<file path="src/rtl/cache_mem_arbiter.sv">
// Single-ported RAM arbiter between the icache miss path and the dcache fill/writeback path.
// Data side has priority; a starvation counter forces an instruction grant.
module cache_mem_arbiter #(
    parameter int unsigned STARVE_MAX = 4,
    parameter int unsigned CNT_W      = 4
) (
    input  logic        CLK,
    input  logic        nRST,
    input  logic        iREN,
    input  logic [31:0] iaddr,
    output logic        iwait,
    output logic [31:0] iload,
    input  logic        dREN,
    input  logic        dWEN,
    input  logic [31:0] daddr,
    input  logic [31:0] dstore,
    output logic        dwait,
    output logic [31:0] dload,
    output logic        ramREN,
    output logic        ramWEN,
    output logic [31:0] ramaddr,
    output logic [31:0] ramstore,
    input  logic [31:0] ramload,
    input  logic        ram_ready
);

    typedef enum logic [1:0] {
        IDLE   = 2'd0,
        IGRANT = 2'd1,
        DGRANT = 2'd2
    } state_t;

    localparam logic [CNT_W-1:0] STARVE_LIM = CNT_W'(STARVE_MAX);

    state_t           state;
    state_t           next_state;
    logic [CNT_W-1:0] starve_cnt;
    logic [CNT_W-1:0] next_starve_cnt;
    logic             d_req;
    logic             i_starved;

    assign d_req     = dREN | dWEN;
    assign i_starved = iREN && (starve_cnt >= STARVE_LIM);

    // NOTE: state registers use non-blocking assignments so every flop samples pre-edge values.
    always_ff @(posedge CLK or negedge nRST) begin
        if (!nRST) begin
            state      <= IDLE;
            starve_cnt <= '0;
        end else begin
            state      <= next_state;
            starve_cnt <= next_starve_cnt;
        end
    end

    // NOTE: every output and next-state signal gets a default first so no path infers a latch.
    always_comb begin
        next_state      = state;
        next_starve_cnt = starve_cnt;
        iwait           = 1'b1;
        dwait           = 1'b1;
        iload           = '0;
        dload           = '0;
        ramREN          = 1'b0;
        ramWEN          = 1'b0;
        ramaddr         = '0;
        ramstore        = '0;

        case (state)
            IDLE: begin
                if (d_req && !i_starved) begin
                    next_state = DGRANT;
                end else if (iREN) begin
                    next_state = IGRANT;
                end
            end

            DGRANT: begin
                if (!d_req) begin
                    // Withdrawn request: release the RAM without completing.
                    next_state = IDLE;
                end else begin
                    ramaddr = daddr;
                    if (dWEN) begin
                        ramWEN   = 1'b1;
                        ramstore = dstore;
                    end else begin
                        ramREN = 1'b1;
                    end
                    if (ram_ready) begin
                        dwait      = 1'b0;
                        next_state = IDLE;
                        if (!dWEN) begin
                            dload = ramload;
                        end
                        if (iREN && (starve_cnt < STARVE_LIM)) begin
                            next_starve_cnt = starve_cnt + CNT_W'(1);
                        end
                    end
                end
            end

            IGRANT: begin
                if (!iREN) begin
                    next_state = IDLE;
                end else begin
                    ramREN  = 1'b1;
                    ramaddr = iaddr;
                    if (ram_ready) begin
                        iwait           = 1'b0;
                        iload           = ramload;
                        next_state      = IDLE;
                        next_starve_cnt = '0;
                    end
                end
            end

            default: begin
                next_state = IDLE;
            end
        endcase
    end

endmodule

</file>
<file path="config.mk">
export PLATFORM = sky130hd
export DESIGN_NAME = cache_mem_arbiter
export DESIGN_NICKNAME = d
export VERILOG_FILES = /design/src/rtl/cache_mem_arbiter.sv
export SDC_FILE = /design/constraint.sdc
export NUM_CORES = 1
export LEC_CHECK = 0
export CORE_AREA = 2 2 103 105
export CTS_CLUSTER_DIAMETER = 80
export DETAILED_ROUTE_END_ITERATION = 10
export DIE_AREA = 0 0 105 107
export DONT_BUFFER_PORTS = 1
export HOLD_SLACK_MARGIN = 0.15
export SLEW_MARGIN = 0
export SYNTH_ARGS = -nofsm -noshare
export SYNTH_HDL_FRONTEND = slang
export SYNTH_SLANG_ARGS = --single-unit
</file>
<file path="constraint.sdc">
create_clock -name CLK -period 2.45 [get_ports CLK]
set_input_delay 0.6125 -clock CLK [delete_from_list [all_inputs] [get_ports CLK]]
set_output_delay 0.6125 -clock CLK [all_outputs]
set_load 0.005 [all_outputs]
</file>
# Word level (Yosys, flattened, before mapping)
# Index checks and enable logic that the tools add are counted.
totals:
  input_bits: 134
  reg_bits: 6
op_classes:
  n_lt_le_gt_ge: 2
  n_mux: 37
  n_addsub: 1
  reduce_logical: 7
  eq_ne: 8
  bitwise: 1
op_table:
  columns: ["operator", "count"]
  rows:
  - ["$mux 32", 12]
  - ["$pmux 32 s2", 1]
  - ["$mux 4", 5]
  - ["$mux 1", 11]
  - ["$mux 2", 5]
  - ["$ne 2x2->1 const B", 5]
  - ["$pmux 4 s2", 1]
  - ["$pmux 2 s3", 1]
  - ["$reduce_and 6->1", 1]
  - ["$add 4x1->4 const B", 1]
  - ["$ge 4x3->1 const B", 1]
  - ["$lt 4x3->1 const B", 1]
  - ["$logic_and 1x1->1", 3]
  - ["$ne 3x3->1 const B", 1]
  - ["$eq 2x1->1 const B", 1]
  - ["$eq 2x2->1 const B", 1]
  - ["$logic_not 2->1", 1]
  - ["$pmux 1 s2", 1]
  - ["$reduce_bool 2->1", 1]
  - ["$logic_not 1->1", 1]
  - ["$or 1x1->1", 1]

# Logic depth before layout (Yosys ltp)
# Gate-level depths: netlist of run 1.
depth:
  ltp_word: 6
  ltp_mapped: 7

# Least setup slack after synthesis of run 1
# Ideal clock, no wire load.
synth_path:
  path_type: "flip-flop to output port"
  from: "register state[1]"
  to: "output ramREN"
  t_arrival_ns: 1.367
  path_stages_with_launch: 8
  path_slack_ns: 0.471
  required_ns: 1.837
  path_buffers: 3
  path_cell_list: "dfrtp_1 inv_1 ha_1 and2_1 buf_6 buf_8 buf_6 o21a_1"
synth_via:
  elab_chain_cells: 2
  word_cells_on_any_way: 3
synth_rtl:
  columns: ["element", "line", "source"]
  rows:
  - ["start: declaration", "35", "state_t state;"]
  - ["start signal: assignment", "51", "state <= next_state;"]
  - ["$eq 2x1->1 or $eq 2x2->1 (tied branches)", "69", "case (state)"]
  - ["$pmux 1 s2 *", "69", null]
  - ["end: declaration", "19", "output logic ramREN,"]
# Mark *: on every way between the ends. The rest lies on a longest branch, timed or not.

# Final worst setup path of run 1
layout_path:
  from: "register state[1]"
  to: "output ramaddr[7]"
layout_via:
  elab_chain_cells: 2
  word_cells_on_any_way: 3
layout_rtl:
  columns: ["element", "line", "source"]
  rows:
  - ["$eq 2x1->1 or $eq 2x2->1 (tied branches)", "69", null]
  - ["$pmux 32 s2 *", "69", null]
  - ["end: declaration", "21", "output logic [31:0] ramaddr,"]
# Marked as above.

==> reports/results.md, run 1 <==
- outcome: finished clean
- Final GP Congestion: 0.858
- Clk pwr share: 10.6%
- # H-tree levels: 1
- critical path endpoint category: output pin
- fillcell total: 1127
- number of slew-limit violations in the final report: 0
- worst hold path type: flip-flop to flip-flop
- clock tree from TritonCTS: done
- hold path depth: 2
- Final TNS setup: 0 ps
- type of the worst setup path: flip-flop to output pin
- sequential-to-total area share from yosys stat: 8.70%
- antenna-violating nets left: 0
- FF-to-FF End: state[0]$_DFFE_PN0P_
- xor-xnor portion of the synthesized cell area: 0%
- WL/cell: 17.9 um
- smallest hold slack: 518 ps
- Die X-Extent: 105 um
- Avg Vias per Cell: 5.23
- gate count of the mapped netlist: 246
- number of failing setup endpoints in the final timing report: 0
- timing-limited maximum frequency: 422 MHz
- top cell types by occurrence after synthesis: 96 x sky130_fd_sc_hd__and3_1, 32 x sky130_fd_sc_hd__a22oi_1, 32 x sky130_fd_sc_hd__nor2b_1
- share of power burned in combinational logic: 76.6%
- DRC Markers: 0
- Die Y-Extent: 107 um
- RR Startpoint: state[1]$_DFFE_PN0P_
- CTS sink count: 6
- CP Max Fanout: 35
- synth top area cells: sky130_fd_sc_hd__and3_1 35%, sky130_fd_sc_hd__a22oi_1 14%, sky130_fd_sc_hd__nor2b_1 12%
- clock period minus final worst setup slack: 2370 ps
- power density over the cells: 796 nW/um^2
- cell taking the most area after synthesis: sky130_fd_sc_hd__and3_1
- multiplexer share of the synthesized area: 0%
- vias in the first global route: 1601
- worst max-slew margin expressed relative to the limit: 74.1%
- register-to-register path setup slack: 870 ps
- dominant combinational cell family by area after synthesis: simple AND/OR/NAND/NOR gates
- Post-Layout Inst Area: 1790 um^2
- Synth Net Count: 386
- Worst Skew: 2.59 ps
- number of top-level pins: 266
- antenna violations before repair: 0
- maximum vdd ir drop: 0.000231 V
- simple-gate share of the synthesized area: 54.6%
- count of maximum capacitance violations: 0
- number of buffers inserted during clock tree synthesis: 3
- total vias in the final route: 1871
- final HPWL from detailed placement: 5.22 mm
- Initial Util: 17.1%
- register share of total power: 12.8%
- switching pwr: 0.706 mW
- start point of the worst hold path: starve_cnt[1]$_DFFE_PN0P_
- unrepaired setup endpoints after global routing: no
- master cell of the clock root buffer: sky130_fd_sc_hd__clkbuf_8
- peak per-stage delay on the critical path: 440 ps
- total global-route track usage: 9.30%
- Yosys reg bits: 6
- area enclosed by the die boundary: 11200 um^2
- number of library cell types mapped by synthesis: 33
- fraction of registers with async set/reset: 100%
- fraction of final layout cells with drive strength greater than 1: 6.31%
- count of final hold-check violations: 0
- Cell Int Power: 0.718 mW
- Sw Ratio: 49.6%
- num rows: 37
- compound-cell area share of the yosys netlist: 19.6%
- cell chain of the critical path: inv_1 > ha_1 > and2_2 > buf_12 > a22oi_1 > nor2b_1
- buffers inserted during post-CTS setup optimization: 0
- number of cells on the worst reg-to-reg path: 6
- share of Yosys cell area claimed by the top area cell type: 34.8%
- average cell area after synthesis: 7.01 um^2
- most common cell in the netlist: sky130_fd_sc_hd__and3_1
- layout overhead on the synthesized area: 3.70%
- required time of the critical path: 1840 ps
- Ant. Diodes: 0
- iteration count of the initial detailed-routing pass: 4
- total global routing overflow: 0
- Clock Pin Slew Worst Setup and Hold Paths: 40 ps
- data arrival time of the critical path: 1760 ps
- share of the clock period used by the worst path: 96.6%
- maximum number of pins on one net before global-route repair: 70
- slew of the pin with the lowest slew margin: 384 ps
- port buffer count: 0
- global-route wire length before repair: 8.22 mm
- Power Total: 1.42 mW
- area of the placeable core: 10100 um^2
- cell with the largest stage delay on the worst path: sky130_fd_sc_hd__dfrtp_1
- terminating pin of the worst hold path: starve_cnt[1]$_DFFE_PN0P_
- count of routing violations after the opening detailed-route iteration: 106
- EDFF count, synth: 0
- Buffers & Inverters on Critical Path: 2
- total wire length after detailed routing: 6.42 mm
- netlist area before placement: 1730 um^2
- leakage power total: 0.910 nW
- later-pin clock latency in the skew report: 220 ps
- adder and majority gate portion of the synthesized area: 4.35%
- most used flip-flop cell after synthesis: sky130_fd_sc_hd__dfrtp_1
- startpoint class of the critical path: flip-flop
- number of buffers on the longest clock path: 2
- Placed Area: 1740 um^2
- count of warnings emitted by yosys: 0
- nets: 364
- Worst path top cell family by delay: flip-flops
## sequential cells by signal (all words and copies together), names as in the netlist
signal,flops
starve_cnt,4
state,2
## metrics by stage
stage / cells / setup WS [ps] / utilization [%]
detailed placement: 354 / 339 / 17.2
global placement: 354 / 387 / 17.2
CTS: 358 / 99.6 / 17.7
global route: 358 / 17.1 / 17.7
floorplan: 246 / 471 / -
finish: 358 / 82.2 / 17.7
## worst reg2reg max path, delay by kind of cell (launching register included)
kind / cells / cell delay, ps
AO/OA/AOI/OAI: 2 / 280
adder cells (fa/ha/maj): 1 / 240
buffers and inverters: 2 / 270
flip-flops: 1 / 440
AND/OR/NAND/NOR: 1 / 230
## per-layer routing
metal | vias up | track usage (%) | routed length, um
met3 | 16 | 1.88 | 487
met4 | 0 | 5.05 | 286
met2 | 142 | 14.7 | 2970
met5 | - | 0 | 0
met1 | 863 | 11.9 | 2680
li1 | 850 | - | -
## kinds of logic after synthesis
family | count (synthesis)
AO/OA/AOI/OAI | 44
flip-flops | 6
buffers and inverters | 36
adder cells (fa/ha/maj) | 6
AND/OR/NAND/NOR | 154
## cells in the final DEF, fill, tap and decap left out
| cell type | count |
|---|---|
| sky130_fd_sc_hd__a21oi_1 | 1 |
| sky130_fd_sc_hd__a22oi_1 | 32 |
| sky130_fd_sc_hd__and2_1 | 1 |
| sky130_fd_sc_hd__and2_2 | 1 |
| sky130_fd_sc_hd__and2_4 | 1 |
| sky130_fd_sc_hd__and3_1 | 96 |
| sky130_fd_sc_hd__and3b_1 | 1 |
| sky130_fd_sc_hd__buf_12 | 1 |
| sky130_fd_sc_hd__buf_4 | 4 |
| sky130_fd_sc_hd__clkbuf_8 | 3 |
| sky130_fd_sc_hd__dfrtp_1 | 6 |
| sky130_fd_sc_hd__dlygate4sd3_1 | 1 |
| sky130_fd_sc_hd__ha_1 | 6 |
| sky130_fd_sc_hd__inv_1 | 2 |
| sky130_fd_sc_hd__inv_2 | 1 |
| sky130_fd_sc_hd__nand2_1 | 9 |
| sky130_fd_sc_hd__nand2b_1 | 1 |
| sky130_fd_sc_hd__nand3_1 | 4 |
| sky130_fd_sc_hd__nand3b_1 | 1 |
| sky130_fd_sc_hd__nand4_1 | 1 |
| sky130_fd_sc_hd__nand4b_1 | 1 |
| sky130_fd_sc_hd__nor2_1 | 2 |
| sky130_fd_sc_hd__nor2_2 | 1 |
| sky130_fd_sc_hd__nor2b_1 | 32 |
| sky130_fd_sc_hd__nor4b_1 | 1 |
| sky130_fd_sc_hd__o211ai_1 | 2 |
| sky130_fd_sc_hd__o21a_1 | 2 |
| sky130_fd_sc_hd__o21a_4 | 1 |
| sky130_fd_sc_hd__o21ai_0 | 3 |
| sky130_fd_sc_hd__o221ai_1 | 2 |
| sky130_fd_sc_hd__o221ai_2 | 1 |
| sky130_fd_sc_hd__or2_1 | 1 |
## area by class of cell
type / count / area, um^2 / share of cell area [%]
Clock buffer: 3 / 41.3 / 2.31
Inverter: 3 / 11.3 / 0.629
Multi-Input combinational cell: 204 / 1360 / 75.8
Sequential cell: 6 / 150 / 8.39
Tap cell: 136 / 170 / 9.51
Timing Repair Buffer: 6 / 60.1 / 3.36
## timing repair
| item | 4_1_cts | 5_1_grt |
|---|---|---|
| setup endpoints to repair | 0 | 11 |
| hold endpoints to repair | 6 | 0 |
| hold buffers | 1 | 0 |
| gates resized for setup | 0 | 1 |
## power by group through the flow
| stage | Combinational (mW) | Sequential [mW] | Clock (mW) |
|---|---|---|---|
| floorplan | 0.973 | 0.172 | 0 |
| global placement | 1.05 | 0.177 | 0 |
| detailed placement | 1.08 | 0.183 | 0 |
| CTS | 1.09 | 0.181 | 0.154 |
| global route | 1.19 | 0.191 | 0.157 |
| finish | 1.09 | 0.182 | 0.150 |
## how the worst max path moves through the flow
| stage | to | cells past startpoint | start | slack (ps) |
|---|---|---|---|---|
| 2_1_floorplan | ramREN | 7 | state[1]$_DFFE_PN0P_ | 470 |
| 3_3_place_gp | ramaddr[7] | 6 | state[1]$_DFFE_PN0P_ | 390 |
| 3_5_place_dp | ramaddr[7] | 5 | state[0]$_DFFE_PN0P_ | 340 |
| 4_1_cts | ramaddr[7] | 5 | state[0]$_DFFE_PN0P_ | 100 |
| 5_1_grt | ramaddr[26] | 5 | state[0]$_DFFE_PN0P_ | 20 |
| 6_report | ramaddr[7] | 6 | state[1]$_DFFE_PN0P_ | 80 |
(Power assumes the default switching activity.)
==> run 2: changes to the inputs <==
==> constraint.sdc (replaced) <==
create_clock -name CLK -period 2.45 [get_ports CLK]
set_input_delay 0.6125 -clock CLK [delete_from_list [all_inputs] [get_ports CLK]]
set_output_delay 0.6125 -clock CLK [all_outputs]
set_load 0.1 [all_outputs]
==> reports/results.md, run 2 (synthesis results as in run 1) <==
- peak per-stage delay on the critical path: 430 ps, about the same
- number of placed instances, taps included: 487, +38%
- post-placement worst setup slack: 119 ps, -220 ps
- total vias in the final route: 2480, +33%
- number of top-level pins: 266, unchanged
- Buffers & Inverters on Critical Path: 3, +1
- most common cell after layout, fill and taps aside: sky130_fd_sc_hd__buf_12
- later-pin clock latency in the skew report: 230 ps, about the same
- maximum number of pins on one net before global-route repair: 70, unchanged
- largest registers ranked by flip-flop count: starve_cnt x4, state x2
- switching pwr: 3.22 mW, +360%
- register share of total power: 3.4%, -9.4 points
- startpoint class of the critical path: flip-flop
- Ant. Diodes: 0, unchanged
- final HPWL from detailed placement: 7.57 mm, +45%
- total global routing overflow: 0, unchanged
- total wire length after detailed routing: 10.2 mm, +59%
- # H-tree levels: 1, unchanged
- Power Total: 5.48 mW, +280%
- number of failing setup endpoints in the final timing report: 0, unchanged
- Final TNS setup: 0 ps, unchanged
- Worst Skew: 1.69 ps, -0.904 ps
- port buffer count: 0, unchanged
- Sw Ratio: 58.8%, +9.3 points
- Worst path top cell family by delay: simple AND/OR/NAND/NOR gates
- worst max-slew margin expressed relative to the limit: 70.8%, -3.3 points
- count of maximum capacitance violations: 0, unchanged
- cell chain of the critical path: inv_2 > ha_4 > nand2_1 > nor2_4 > buf_12 > and3_2 > buf_12
- Die Y-Extent: 107 um, unchanged
- layout overhead on the synthesized area: 194%
- number of buffers on the longest clock path: 2, unchanged
- largest reg by FF count: starve_cnt
- Clk pwr share: 2.9%, -7.7 points
- global-route wire length before repair: 13.5 mm, +64%
- fraction of final layout cells with drive strength greater than 1: 77.5%, +71 points
- clock tree from TritonCTS: done
- data arrival time of the critical path: 1810 ps, +50 ps
- share of power burned in combinational logic: 93.7%, +17 points
- number of flip-flops in the largest register: 4, unchanged
- iteration count of the initial detailed-routing pass: 4, unchanged
- antenna violations before repair: 0, unchanged
- Cell Int Power: 2.26 mW, +210%
- number of cells in the finished layout apart from fillers: 501, +40%
- number of buffers inserted during clock tree synthesis: 3, unchanged
- share of the clock period used by the worst path: 98.8%, +2.1 points
- nets: 507, +39%
- clock period minus final worst setup slack: 2420 ps, +52.0 ps
- Crit. Startpoint: state[0]$_DFFE_PN0P_
- Initial Util: 17.1%, unchanged
- Clock Pin Slew Worst Setup and Hold Paths: 40 ps, about the same
- unrepaired setup endpoints after global routing: yes
- Post-Layout Inst Area: 5070 um^2, +180%
- leading cell types in the layout, fill and taps excluded: 134 x sky130_fd_sc_hd__buf_12, 61 x sky130_fd_sc_hd__and3_2, 34 x sky130_fd_sc_hd__and3_1
- DRC Markers: 0, unchanged
- share of the core filled with cells: 50.3%, +33 points
- CTS sink count: 6, unchanged
- area enclosed by the die boundary: 11200 um^2, unchanged
- leakage power total: 2.16 nW, +140%
- total global-route track usage: 15.0%, +5.7 points
- vias in the first global route: 2475, +55%
- Avg Vias per Cell: 4.95, -5.3%
- number of slew-limit violations in the final report: 0, unchanged
- cell with the largest stage delay on the worst path: sky130_fd_sc_hd__dfrtp_1
- outcome: finished clean
- Die X-Extent: 105 um, unchanged
- CP Max Fanout: 17, -51%
- type of the worst setup path: flip-flop to output pin
- critical path endpoint category: output pin
- worst hold path type: flip-flop to flip-flop
- timing-limited maximum frequency: 413 MHz, -2.1%
- count of routing violations after the opening detailed-route iteration: 108, +1.9%
- smallest hold slack: 512 ps, -6.72 ps
- maximum vdd ir drop: 0.000696 V, +200%
- Final GP Congestion: 0.784, -8.7%
- master cell of the clock root buffer: sky130_fd_sc_hd__clkbuf_8
- count of final hold-check violations: 0, unchanged
- power density over the cells: 1080 nW/um^2, +36%
- RR Startpoint: state[0]$_DFFE_PN0P_
- antenna-violating nets left: 0, unchanged
- WL/cell: 20.4 um, +14%
- final worst slack: 30.2 ps, -52.0 ps
- slew of the pin with the lowest slew margin: 432 ps, +48.1 ps
- start point of the worst hold path: starve_cnt[3]$_DFFE_PN0P_
- area of the placeable core: 10100 um^2, unchanged
- required time of the critical path: 1840 ps, about the same
- most frequent cell on the critical path: sky130_fd_sc_hd__buf_12
- fillcell total: 904, -20%
- Placed Area: 4690 um^2, +170%
- num rows: 37, unchanged
## run 2: cell types whose count changed in the layout (fill, tap and decap cells not counted), sizes merged
cell    delta
buf      +138
o21a       +3
clkbuf     +2
## run 2: cell type report
type / instances / area, um^2 / area share [%]
clock buffers: 3 / 41.3 / 0.814
inverters: 3 / 11.3 / 0.222
multi-input cells: 207 / 1890 / 37.2
flip-flops and latches: 6 / 151 / 2.98
well taps: 136 / 170 / 3.35
repair buffers: 146 / 2810 / 55.5
## run 2: path summary, 6_finish.rpt
path                                             endpoint  slack [ps]  cells past startpoint
worst min-delay path            starve_cnt[3]$_DFFE_PN0P_         510                      1
worst max register to register       state[1]$_DFFE_PN0P_         910                      7
worst min register to register  starve_cnt[3]$_DFFE_PN0P_         510                      1
worst max-delay path                            dload[14]          30                      7
min in group asynchronous       starve_cnt[2]$_DFFE_PN0P_         720                      1
max in group asynchronous            state[1]$_DFFE_PN0P_        1450                      1
## run 2: layer usage
metal	share of wire, %	global-route usage [%]	routed length [um]	up-vias
met5	0	0	0	-
met4	1.2	2.57	122	0
met3	7.0	4.01	713	14
met2	56	29.9	5700	151
met1	36	15.8	3680	1174
li1	-	-	-	1141
## run 2: power groups by stage
stage | Sequential [mW] | Combinational, mW | Clock, mW
final | 0.186 | 5.14 | 0.157
after CTS | 0.181 | 4.92 | 0.159
after detailed placement | 0.182 | 4.82 | 0
after global routing | 0.189 | 5.29 | 0.163
after global placement | 0.178 | 4.75 | 0
after floorplan | 0.172 | 3.39 | 0
## run 2: repair_timing
| item | 4_1_cts | 5_1_grt |
|---|---|---|
| endpoints found under the hold margin | 6 | 0 |
| resized for setup | 15 | 30 |
| hold buffers | 1 | 0 |
| cloned | 1 | 5 |
| setup buffers | 0 | 4 |
| endpoints found under the setup margin | 49 | 119 |
==> RTL change 1: new RTL, config.mk and constraints of run 1 <==
The parameter `CNT_W` goes from 4 to 6.
--- a/src/rtl/cache_mem_arbiter.sv
+++ b/src/rtl/cache_mem_arbiter.sv
@@ -2,7 +2,7 @@
 // Data side has priority; a starvation counter forces an instruction grant.
 module cache_mem_arbiter #(
     parameter int unsigned STARVE_MAX = 4,
-    parameter int unsigned CNT_W      = 4
+    parameter int unsigned CNT_W      = 6
 ) (
     input  logic        CLK,
     input  logic        nRST,
Check against the original RTL: same outputs for any inputs over 10 cycles, from zero or initial values and one cycle with nRST low; that may be too few to reach the edited logic, so the function may still have changed.
==> RTL change 1 against run 1 <==
- sequential cell count up 2
- power up 8.2%
- setup slack better by 41 ps
- die area unchanged
- synthesized area down 1.0%
- fmax up 1.8%
- register-to-register slack worse by 240 ps
- clock skew up 1.6 ps
- routed wire length up 0.69%
- sequential share of layout area up 2.2 points
- cell area up 5.2%
==> RTL change 1: results <==
set metrics [dict create \
    status "finished clean" \
    wirelength_um 6460 \
    min_path_cells 1 \
    synthCells 244 \
    synth-adder-area-share_pct 4.40 \
    vias 1807 \
    track_usage_pct 9.83 \
    fill_cells 1134 \
    reg_top3 "starve_cnt: 6 flops, state: 2 flops" \
    r2r_cells 7 \
    dp.cells 362 \
    ff_latch_area_um2 200 \
    drt-met1-wl_um 2280 \
    synthMuxAreaShare_pct 0.586 \
    pre_cts_slack_ps 336 \
    drt_iter0_markers 98 \
    slew_headroom_pct 73.1 \
    drive_gt1_share_pct 5.65 \
    reg2reg_from "state[0]" \
    dpl.hpwl_um 5350 \
    crit_path_max_fanout 34 \
    hold-worst-slack_ps 547 \
    synth_seq_area_share_pct 11.7 \
    grt_pass1_vias 1641 \
    power_leakage_nw 0.783 \
    cp_slowest_stage_delay_ps 410 \
    fin_worst_skew_ps 4.15 \
]
-- RTL change 1: cell types whose count changed in the layout (fill, tap and decap cells not counted), sizes merged, moves of 3 or more --
cell	run 1	this run
nand2	9	4
o221ai	3	0
inv	3	6
and3	96	33
and2	3	66
o21a	3	6
-- RTL change 1: how the worst max path moves through the flow --
stage | slack [ps] | depth (start not counted) | start | endpoint
2_1_floorplan | 390 | 6 | dWEN | ramaddr[0]
3_3_place_gp | 390 | 6 | state[0] | ramaddr[2]
5_1_grt | -5 | 6 | state[0] | ramaddr[27]
6_report | 120 | 6 | state[0] | ramaddr[27]
4_1_cts | 70 | 6 | state[0] | ramaddr[2]
3_5_place_dp | 340 | 6 | state[0] | ramaddr[2]
-- RTL change 1: cell type report --
class                           count  area share [%]
Clock buffer                        3            2.19
Multi-Input combinational cell    205            73.2
Inverter                            6            1.20
Tap cell                          136            9.04
Timing Repair Buffer                8            3.72
Sequential cell                     8            10.6
==> RTL change 2: new RTL, settings of run 1 <==
Without the edit above. Encoding of `state_t`: now one-hot (3 bits for 3 states).
--- a/src/rtl/cache_mem_arbiter.sv
+++ b/src/rtl/cache_mem_arbiter.sv
@@ -24,10 +24,10 @@
     input  logic        ram_ready
 );
 
-    typedef enum logic [1:0] {
-        IDLE   = 2'd0,
-        IGRANT = 2'd1,
-        DGRANT = 2'd2
+    typedef enum logic [2:0] {
+        IDLE   = 3'b001,
+        IGRANT = 3'b010,
+        DGRANT = 3'b100
     } state_t;
 
     localparam logic [CNT_W-1:0] STARVE_LIM = CNT_W'(STARVE_MAX);
Function: no difference found for any inputs over 10 cycles, from zero or initial values and one cycle with nRST low; not proved beyond that.
==> RTL change 2 against run 1 <==
- routed wire length up 1.8%
- synthesized area down 13%
- critical path depth is 3 lower
- sequential cell count up 1
- setup slack better by 65 ps
- sequential power increased by 23%
- fmax up 2.8%
- power decreased by 34%
- cell area shrank 4.3%
- hold slack got worse by 300 ps
- global-route usage up 0.14 points
- register-to-register slack better by 40 ps
- count of clock-buffer cells in the layout rose by 1
==> RTL change 2: results <==
set metrics [dict create \
    insertion_delay_ps 230 \
    r2r_cells 4 \
    dpl.hpwl_um 4980 \
    synth-compound-area-share_pct 24.8 \
    globalplace.congestion 0.961 \
    hold_class "in2async" \
    peakVddDrop_mv 0.193 \
    cts_inserted_buffers 3 \
    cts-root-buf "clkbuf_8" \
    crit_path_max_fanout 41 \
    syn_nets 339 \
    ys_types 32 \
    synth-xor-area-share_pct 0 \
    p_int_mw 0.529 \
    antenna_left 0 \
    cap_violations 0 \
    drt_iter0_markers 105 \
    clkTransAtPathRegs_ps 40 \
    synth_ff_type "dfrtp_1" \
    antenna_found_initial 0 \
    worst_slew_pin_slew_ps 743 \
    synthMuxAreaShare_pct 0 \
    drive_gt1_share_pct 10.4 \
    synth-adder-area-share_pct 0.831 \
    ys_warn_count 0 \
    pre_cts_slack_ps -128 \
    dr.pass1.iters 4 \
    grt_start_max_net_pins 42 \
    reg2reg_slack_ps 910 \
    status "finished clean" \
    htree_levels 1 \
    synth_seq_area_share_pct 11.7 \
    reg_top3 "starve_cnt: 4 flops, state: 3 flops" \
    synth_area_leaders "and3_1 (27%), a22o_1 (19%), and2_1 (15%), dfrtp_1 (10%), buf_4 (4.0%)" \
    arrival_ps 1690 \
    critPathLaunch "state[0]" \
    wirelength_um 6530 \
    async_flop_share_pct 100 \
    power_leakage_nw 0.859 \
    grt_pass1_wl_um 8280 \
    grt_pass1_vias 1454 \
    viasPerCell 5.19 \
    track_usage_pct 9.44 \
    antenna_cells 0 \
    finalNetCount 329 \
    cts_max_path_buffers 2 \
    port_buffers 0 \
    synthTopCellsByCount "and3_1 (64), and2_1 (35), a22o_1 (32)" \
    fin_worst_skew_ps 6.26 \
    reg2reg_to "starve_cnt[2]" \
]
==> RTL change 2: cell types whose count changed after synthesis, moves of 4 or more <==
| cell | run 1 | this run |
|---|---|---|
| nand2_1 | 9 | 4 |
| clkbuf_1 | 15 | 11 |
| buf_4 | 4 | 8 |
| nand2b_1 | 1 | 5 |
| a22o_1 | 0 | 32 |
| a22oi_1 | 32 | 0 |
| nor2b_1 | 32 | 2 |
| buf_6 | 7 | 0 |
| ha_1 | 6 | 1 |
| and2_1 | 2 | 35 |
| and3_1 | 96 | 64 |
==> RTL change 2: power by group through the flow <==
stage / registers (mW) / logic [mW] / clock network (mW)
after floorplan: 0.182 / 0.454 / 0
after global placement: 0.208 / 0.468 / 0
after detailed placement: 0.212 / 0.489 / 0
after CTS: 0.223 / 0.556 / 0.169
after global routing: 0.229 / 0.597 / 0.175
final: 0.223 / 0.553 / 0.169
==> RTL change 2: kinds of logic (layout without fill, tap and decap cells) <==
logic type                 Yosys count  after routing
and+or+nand+nor                    126            127
adders and majority gates            1              1
AOI/OAI and AO/OA                   44             44
DFF                                  7              7
buffers and inverters               26             14
==> RTL change 2: worst max path at each step <==
stage	slack (ps)	to
after floorplan	410	ramaddr[0]
after global placement	-30	ramaddr[15]
final	150	ramaddr[30]
after global routing	90	ramaddr[30]
after detailed placement	-130	ramaddr[30]
after CTS	130	ramaddr[30]
==> RTL change 2: timing repair <==
item,CTS,global route
endpoints found under the hold margin,6,0
setup buffers,3,0
gates resized for setup,1,0
endpoints found under the setup margin,33,0
hold buffers,1,0
==> RTL change 2: cell type report <==
type | count | area, um2
Fill cell | 1137 | 8380
Multi-Input combinational cell | 172 | 1210
Tap cell | 136 | 170
Timing Repair Buffer | 8 | 100
Inverter | 2 | 7.51
Clock buffer | 4 | 45.0
Sequential cell | 7 | 176
==> RTL change 2: critical path: stages, from the launching register on <==
cell and delay, ps:
dfstp_2 700, and4bb_2 300, buf_12 170, a22o_1 270
==> RTL change 2: per-stage QoR <==
step / area [um2] / TNS, ps / std cells / hold slack [ps]
3_5_place_dp: 1590 / -3450 / 320 / 317
3_3_place_gp: 1590 / -721 / 320 / 317
5_1_grt: 1710 / 0 / 329 / 214
6_report: 1710 / 0 / 329 / 218
2_1_floorplan: 1510 / 0 / 204 / 317
4_1_cts: 1710 / 0 / 329 / 218
==> RTL change 2: metal layers <==
metal	vias up	routed length, um	track usage [%]
met4	0	196	3.43
li1	736	-	-
met2	131	3230	16.4
met1	829	2510	11.2
met3	12	596	2.43
met5	-	0	0
